$ cat src/rtl/rom_loader_pkg.sv
// Shared types and widths for the ROM download front-end.
package rom_loader_pkg;

    localparam int DL_ADDR_W = 25;
    localparam int CNT_W     = 26;

    typedef enum logic [1:0] {
        IDLE  = 2'd0,
        LOAD  = 2'd1,
        FLUSH = 2'd2,
        DONE  = 2'd3
    } state_t;

endpackage

$ cat src/rtl/rom_loader.sv
// Decodes the ioctl byte stream into per-ROM load strobes and checks image integrity.
// Latency: accepted byte in cycle N drives iload/iaddr/idata in cycle N+1.
// Backpressure: none; one byte per cycle is always absorbed, dl_wr every cycle is lossless.
module rom_loader
    import rom_loader_pkg::*;
#(
    parameter int          NUM_REGIONS = 8,
    parameter int          REGION_BITS = 16,
    parameter logic [31:0] TOTAL_BYTES = 32'h60000,
    parameter logic [7:0]  ROM_INDEX   = 8'd0
) (
    input  logic                   clk,
    input  logic                   reset_n,
    input  logic                   dl_active,
    input  logic                   dl_wr,
    input  logic [7:0]             dl_index,
    input  logic [DL_ADDR_W-1:0]   dl_addr,
    input  logic [7:0]             dl_data,
    output logic [REGION_BITS-1:0] iaddr,
    output logic [7:0]             idata,
    output logic [NUM_REGIONS-1:0] iload,
    output logic                   loading,
    output logic                   done,
    output logic                   game_reset_n,
    output logic                   err_seq,
    output logic                   err_size
);

    localparam int               RGN_W   = (NUM_REGIONS > 1) ? $clog2(NUM_REGIONS) : 1;
    localparam int               HI_LSB  = REGION_BITS + RGN_W;
    localparam logic [RGN_W:0]   NR_L    = NUM_REGIONS[RGN_W:0];
    localparam logic [CNT_W-1:0] TOTAL_L = TOTAL_BYTES[CNT_W-1:0];

    state_t                 state, state_nx;
    logic                   act_q;
    logic [CNT_W-1:0]       cnt, cnt_nx;
    logic [DL_ADDR_W-1:0]   exp_addr, exp_nx;
    logic                   seq_nx, size_nx;
    logic [NUM_REGIONS-1:0] iload_nx;

    logic                   idx_ok, rise, load_start, acc, addr_ok;
    logic [RGN_W-1:0]       region;
    logic [DL_ADDR_W-1:0]   hi_bits;

    assign idx_ok     = (dl_index == ROM_INDEX);
    assign rise       = dl_active & ~act_q;
    assign load_start = rise & idx_ok & ((state == IDLE) | (state == DONE));
    // A byte arriving in the very cycle the download starts belongs to the new image.
    assign acc        = dl_wr & dl_active & idx_ok & ((state == LOAD) | load_start);

    assign region  = dl_addr[REGION_BITS +: RGN_W];
    assign hi_bits = dl_addr >> HI_LSB;
    assign addr_ok = (hi_bits == '0) && ({1'b0, region} < NR_L);

    always_comb begin
        state_nx = state;
        case (state)
            IDLE:    if (load_start) state_nx = LOAD;
            LOAD:    if (!dl_active) state_nx = FLUSH;
            FLUSH:   state_nx = DONE;
            DONE:    if (load_start) state_nx = LOAD;
            default: state_nx = IDLE;
        endcase
    end

    always_comb begin
        cnt_nx   = load_start ? '0   : cnt;
        exp_nx   = load_start ? '0   : exp_addr;
        seq_nx   = load_start ? 1'b0 : err_seq;
        size_nx  = load_start ? 1'b0 : err_size;
        iload_nx = '0;
        if (acc) begin
            if (dl_addr != exp_nx)
                seq_nx = 1'b1;
            exp_nx = dl_addr + 1'b1;
            if (cnt_nx != '1)
                cnt_nx = cnt_nx + 1'b1;
            if (addr_ok)
                iload_nx[region] = 1'b1;
            else
                size_nx = 1'b1;
        end
        if ((state == FLUSH) && (cnt != TOTAL_L))
            size_nx = 1'b1;
    end

    always_ff @(posedge clk or negedge reset_n) begin
        if (!reset_n) begin
            state <= IDLE;
        end else begin
            state <= state_nx;
        end
    end

    // act_q resets high so a download already in flight at reset release is not picked up.
    always_ff @(posedge clk or negedge reset_n) begin
        if (!reset_n) begin
            act_q    <= 1'b1;
            cnt      <= '0;
            exp_addr <= '0;
            err_seq  <= 1'b0;
            err_size <= 1'b0;
            iload    <= '0;
            iaddr    <= '0;
            idata    <= '0;
        end else begin
            act_q    <= dl_active;
            cnt      <= cnt_nx;
            exp_addr <= exp_nx;
            err_seq  <= seq_nx;
            err_size <= size_nx;
            iload    <= iload_nx;
            if (acc && addr_ok) begin
                iaddr <= dl_addr[REGION_BITS-1:0];
                idata <= dl_data;
            end
        end
    end

    assign loading      = (state == LOAD) | (state == FLUSH);
    assign done         = (state == DONE) & ~(err_seq | err_size);
    assign game_reset_n = done;

endmodule

$ cat config.mk
export PLATFORM = sky130hd
export DESIGN_NAME = rom_loader
export DESIGN_NICKNAME = d
export VERILOG_FILES = /design/src/rtl/rom_loader_pkg.sv /design/src/rtl/rom_loader.sv
export SDC_FILE = /design/constraint.sdc
export NUM_CORES = 1
export LEC_CHECK = 0
export CORE_ASPECT_RATIO = 0.75
export CORE_MARGIN = 5
export CORE_UTILIZATION = 54
export CTS_CLUSTER_DIAMETER = 100
export DETAILED_ROUTE_END_ITERATION = 8
export PLACE_DENSITY = 0.83
export SYNTH_ARGS = -nofsm -noshare
export SYNTH_HDL_FRONTEND = slang
export SYNTH_SLANG_ARGS = --single-unit
$ cat constraint.sdc
create_clock -name clk -period 4.3 [get_ports clk]
set_input_delay 0.43 -clock clk [delete_from_list [all_inputs] [get_ports clk]]
set_output_delay 0.43 -clock clk [all_outputs]
set_load 0.02 [all_outputs]
==> flow_metrics.env, run 1 <==
export IMPL_ys_ff_latch=88
export IMPL_p_sw_uw=471
export IMPL_cp_end_kind="flop"
export IMPL_drt_initial_drc_count=585
export IMPL_dr_pass1_iters=5
export IMPL_rsz0062_at_grt="false"
export IMPL_period_minus_slack_ns=3.42
export IMPL_status="finished, final reports clean"
export IMPL_grt_first_pass_wirelength_mm=21.0
export IMPL_setup_tns_ns=0
export IMPL_io_pins=82
export IMPL_nets=632
export IMPL_crit_path_start="dl_index[5]"
export IMPL_portBuffers=81
export IMPL_p_clk_share_pct=45.6
export IMPL_fin_util_pct=68.3
export IMPL_cts_hold_buffers=0
export IMPL_switching_share_pct=23.8
export IMPL_grt_pass1_vias=4175
export IMPL_worstPathRequired_ns=4.55
export IMPL_rows=30
export IMPL_drive_above_1_share_pct=9.39
export IMPL_hold_class="input pin to async pin"
export IMPL_wl_per_cell_um=18.7
export IMPL_setup_viol=0
export IMPL_cts_buffers_inserted=9
export IMPL_fin_crit_sh_pct=79.6
export IMPL_combPwrFrac_pct=11.5
export IMPL_h_tree_depth=3
export IMPL_seqPwrFrac_pct=42.9
export IMPL_synth_avg_cell_area_um2=9.53
export IMPL_max_vdd_ir_drop_v=0.000273
export IMPL_cts_sinks=88
export IMPL_hold_viol=0
export IMPL_synth_net_count=568
export IMPL_internal_power_uw=1510
export IMPL_place_area_mm2=0.00578
export IMPL_grt_overflow=0
export IMPL_clk_pin_slew_ns=0.06
export IMPL_synth_edf_count=0
export IMPL_grt_use_total_pct=23.6
export IMPL_slew_headroom_pct=12.4
export IMPL_postRouteWirelength_mm=13.1
export IMPL_postRouteAntennaNets=0
export IMPL_synthArstFlopShare_pct=100
export IMPL_seq_area_frac_synth_pct=44.7
export IMPL_clock_latency_ns=0.34
export IMPL_ys_warn_count=0
export IMPL_num_antenna_cells=0
export IMPL_root_buffer="clkbuf_16"
export IMPL_p_leak_uw=0.00262
export IMPL_dp_hpwl_mm=9.18
export IMPL_startpoint_type="input pin"
export IMPL_grt_max_degree=89
export IMPL_gp_congestion=0.931
export IMPL_worst_slew_pin_slew_ns=1.31
export IMPL_start_util_pct=54.9
export IMPL_vias=4276
export IMPL_rr_startpoint="state[0]"
export IMPL_yosys_most_used_dff="dfrtp_1"
export IMPL_syn_cell_area_mm2=0.00492
export IMPL_powerDensity_mw_per_mm2=324
export IMPL_cts_resized=0
export IMPL_syn2layout_area_growth_pct=24.4
export IMPL_crit_fanout=29
export IMPL_syn_inst=517
export IMPL_cts_tree="done"
export IMPL_drv_cap=0
export IMPL_coreArea_mm2=0.00897
export IMPL_post_cts_buffers=0
export IMPL_die_h_um=92.7
export IMPL_cts_buffer_depth=2
export IMPL_drv_slew=0
export IMPL_yosysUniqueCellTypes=56
export IMPL_antenna_found_initial=0
export IMPL_finalClockSkew_ns=0.00631
export IMPL_die_w_um=120
export IMPL_design_area_mm2=0.00613
export IMPL_post_route_drc_count=0
export IMPL_criticalPathCategory="input pin to flop"
export IMPL_via_per_inst=6.13
export IMPL_dieArea_mm2=0.0111
export IMPL_cp_data_arrival_time_ns=3.67
export IMPL_fmax_ghz=0.292
metal layers:
metal | routed length (µm) | track usage (%) | up-vias
met1 | 5860 | 32.7 | 2085
met3 | 994 | 7.45 | 14
met5 | 0 | 0 | -
met4 | 117 | 6.70 | 0
li1 | - | - | 2004
met2 | 6090 | 35.9 | 173
worst max-delay path: stages:
cell and delay [ns]:
clkdlybuf4s50_1 0.42, nor4_1 0.73, nand2_1 0.26, or4_1 1.16
or2_1 0.50, nor3_1 0.16
synth_stat cells (8+ instances only):
cell type,n,share of area (%)
xor2_1,33,5.9
clkbuf_1,26,2.0
a21oi_1,11,1.1
nand4_1,18,2.3
and4_1,8,1.4
mux2_2,20,4.6
inv_1,12,0.91
a31oi_1,11,1.4
nor3_1,10,1.0
nor4bb_1,8,1.6
nor4_1,14,1.8
dfrtp_1,87,44
and3_1,12,1.5
nand2_1,29,2.2
o21ai_0,30,3.0
nand3_1,49,5.0
nor2_1,46,3.5
xnor2_1,21,3.7
power groups by stage:
stage / Sequential (µW) / Clock (µW) / Combinational (µW)
floorplan: 868 / 0 / 105
global placement: 865 / 0 / 221
detailed placement: 865 / 0 / 226
CTS: 851 / 910 / 229
global route: 852 / 940 / 247
finish: 851 / 903 / 229
through the flow:
step           total power (µW)  setup WS (ns)  hold WS [ns]  std cells
2_1_floorplan               973          0.953         0.134        517
3_3_place_gp               1090          0.819         0.477        682
3_5_place_dp               1090          0.483         0.486        682
4_1_cts                    1990          0.863         0.345        698
5_1_grt                    2040          0.694         0.383        698
6_report                   1980          0.878         0.282        698
registers in the layout, summed over array words and instances (netlist names):
signal    count
err_size      1
iload         8
act_q         1
iaddr        16
exp_addr     25
state         2
idata         8
err_seq       1
cnt          26
kinds of logic after synthesis:
family | Yosys count | share of synthesized area (%)
simple gates | 224 | 25.5
flops | 88 | 44.7
compound gates | 76 | 9.38
xor+xnor | 54 | 9.60
buf+inv | 44 | 3.51
mux | 25 | 5.72
fa+ha+maj | 6 | 1.52
area by class of cell:
type                       count  area, µm²
multi-input combinational    385       2560
clock inverter                 7        118
fill                         668       2840
clock buffer                   9        225
timing repair buffer          85        838
sequential                    88       2200
inverter                      12       45.0
tap                          112        140
cell usage in the layout, fill, tap and decap left out, drive strengths merged, types with 8 or more instances in the layout:
cell type	synthesis	routed
dfrtp	87	87
clkdlybuf4s50	0	80
nand3	50	50
nor2	46	46
xor2	33	33
o21ai	31	31
nand2	29	29
mux2	25	25
xnor2	21	21
nand4	18	18
nor4	16	16
inv	12	13
and3	12	12
a31oi	11	11
a21oi	11	11
nor3	11	11
clkbuf	27	9
and4	8	8
nor4bb	8	8
worst paths after layout:
kind | endpoint | slack [ns] | cells after the start
setup / recovery | iload[1] | 0.88 | 6
hold / removal | idata[1] | 0.28 | 1
setup reg to reg | cnt[1] | 1.15 | 11
hold reg to reg | iaddr[9] | 0.50 | 1
max in group asynchronous | cnt[0] | 3.28 | 1
min in group clk | iaddr[9] | 0.50 | 1
(Power assumes the default switching activity.)
==> inputs of run 2 (changes only) <==
clock period = 3.3 ns   (was 4.3 ns; I/O delays follow)
==> flow_metrics.env, run 2 (same netlist as run 1, synthesis figures left out) <==
export IMPL_status="finished, final reports clean"
export IMPL_cp_data_arrival_time_ns=3.19
export IMPL_drv_slew=0
export IMPL_coreArea_mm2=0.00897
export IMPL_max_vdd_ir_drop_v=0.000259
export IMPL_p_leak_uw=0.00268
export IMPL_r2r_end="cnt[12]"
export IMPL_drv_cap=0
export IMPL_clock_latency_ns=0.34
export IMPL_cts_tree="done"
export IMPL_grt_max_degree=66
export IMPL_post_cts_buffers=0
export IMPL_largest_registers="cnt: 26 flops, exp_addr: 25 flops, iaddr: 16 flops"
export IMPL_die_w_um=120
export IMPL_criticalPathCategory="flop to flop"
export IMPL_via_per_inst=6.04
export IMPL_slew_headroom_pct=44.3
export IMPL_setup_tns_ns=0
export IMPL_rsz0062_at_grt="false"
export IMPL_routed_top_layer="met4"
export IMPL_dr_pass1_iters=5
export IMPL_cts_resized=0
export IMPL_vias=4325
export IMPL_hold_viol=0
export IMPL_clk_pin_slew_ns=0.06
export IMPL_io_pins=82
export IMPL_cts_buffers_inserted=9
export IMPL_whs_ns=0.0777
export IMPL_portBuffers=81
export IMPL_largest_reg_flops=26
export IMPL_num_antenna_cells=0
export IMPL_rr_startpoint="state[0]"
export IMPL_drive_above_1_share_pct=11.4
export IMPL_final_common_cell="dfrtp_1"
export IMPL_fmax_ghz=0.341
export IMPL_grt_overflow=0
export IMPL_wl_met2_mm=5.79
export IMPL_antenna_found_initial=0
export IMPL_cts_sinks=88
export IMPL_nets=650
export IMPL_h_tree_depth=3
export IMPL_postRouteAntennaNets=0
export IMPL_root_buffer="clkbuf_16"
export IMPL_wl_per_cell_um=17.8
export IMPL_post_route_drc_count=0
export IMPL_largest_register="cnt"
export IMPL_worstPathRequired_ns=3.56
export IMPL_powerDensity_mw_per_mm2=390
export IMPL_hold_class="input pin to async pin"
export IMPL_fin_crit_sh_pct=88.9
export IMPL_cts_hold_buffers=0
export IMPL_die_h_um=92.7
export IMPL_drt_met1_wl_mm=5.71
export IMPL_crit_fanout=7
export IMPL_rows=30
export IMPL_final_cell_mix="dfrtp_1 (87), clkdlybuf4s50_1 (80), nand3_1 (49)"
export IMPL_dp_hpwl_mm=9.32
export IMPL_grt_pass1_vias=4157
export IMPL_dieArea_mm2=0.0111
export IMPL_wl_met3_mm=1.08
export IMPL_rrSetupSlack_ns=0.37
export IMPL_gp_congestion=0.970
export IMPL_drt_initial_drc_count=456
export IMPL_start_util_pct=54.9
export IMPL_finalClockSkew_ns=0.00751
export IMPL_setup_viol=0
export IMPL_grt_use_total_pct=23.5
export IMPL_cts_buffer_depth=2
export IMPL_fin_util_pct=69.4
export IMPL_postRouteWirelength_mm=12.8
export IMPL_worst_slew_pin_slew_ns=0.836
export IMPL_startpoint_type="flop"
export IMPL_grt_first_pass_wirelength_mm=21.1
export IMPL_period_minus_slack_ns=2.93
export IMPL_cp_end_kind="flop"
export IMPL_rr_worst_depth=11
export IMPL_syn2layout_area_growth_pct=26.4
-- run 2: cell types whose count changed in the layout (fill, tap and decap cells not counted), sizes merged --
cell	change
inv	-1
bufinv	-2
clkinv	-2
buf	+18
clkbuf	+5
-- run 2: area by class of cell --
| class | count | area, µm² |
|---|---|---|
| inverters | 12 | 45.0 |
| flip-flops and latches | 88 | 2200 |
| repair buffers | 103 | 986 |
| clock inverters | 2 | 38.8 |
| clock buffers | 14 | 254 |
| multi-input cells | 385 | 2560 |
| well taps | 112 | 140 |
| fillers | 668 | 2750 |
-- run 2: through the flow --
step / power (µW) / cells / area [µm²] / worst slack, ns
after floorplan: 1270 / 517 / 4930 / 0.0276
after global placement: 1420 / 700 / 5930 / 0.406
after detailed placement: 1430 / 700 / 5930 / 0.376
after CTS: 2440 / 716 / 6220 / 0.411
after global routing: 2510 / 716 / 6220 / 0.126
final: 2430 / 716 / 6220 / 0.367
-- run 2: critical path, stage by stage (launching register included) --
cell,delay (ns)
dfrtp_1,0.43
inv_1,0.07
ha_1,0.36
and3b_1,0.28
nand3_1,0.12
and2_1,0.18
ha_1,0.20
nand2_1,0.10
nor3_1,0.36
nand3_1,0.30
o2111ai_1,0.30
xor2_1,0.16
-- run 2: how the worst max path moves through the flow --
stage / from / end / slack, ns
2_1_floorplan: state[0] / cnt[1] / 0.03
6_report: state[0] / cnt[12] / 0.37
3_3_place_gp: dl_index[1] / cnt[25] / 0.41
5_1_grt: state[0] / cnt[10] / 0.13
4_1_cts: state[0] / cnt[18] / 0.41
3_5_place_dp: dl_index[1] / cnt[25] / 0.38
-- run 2: report_power, final --
part           switching, µW  total [µW]  internal (µW)
Combinational            163         308            145
Sequential              14.1        1110           1090
Clock                    401        1010            610
Total                    578        2430           1850
-- run 2: metal layers --
layer  global-route usage [%]  vias up
li1                         -     2030
met1                     34.0     2086
met2                     35.9      185
met3                     5.62       24
met4                     5.57        0
met5                        0        -
==> inputs of run 3 (changes only) <==
SLEW_MARGIN = 10   (was not set)
==> results of run 3 <==
Final layout, timing and power as in run 2 (identical DEF).
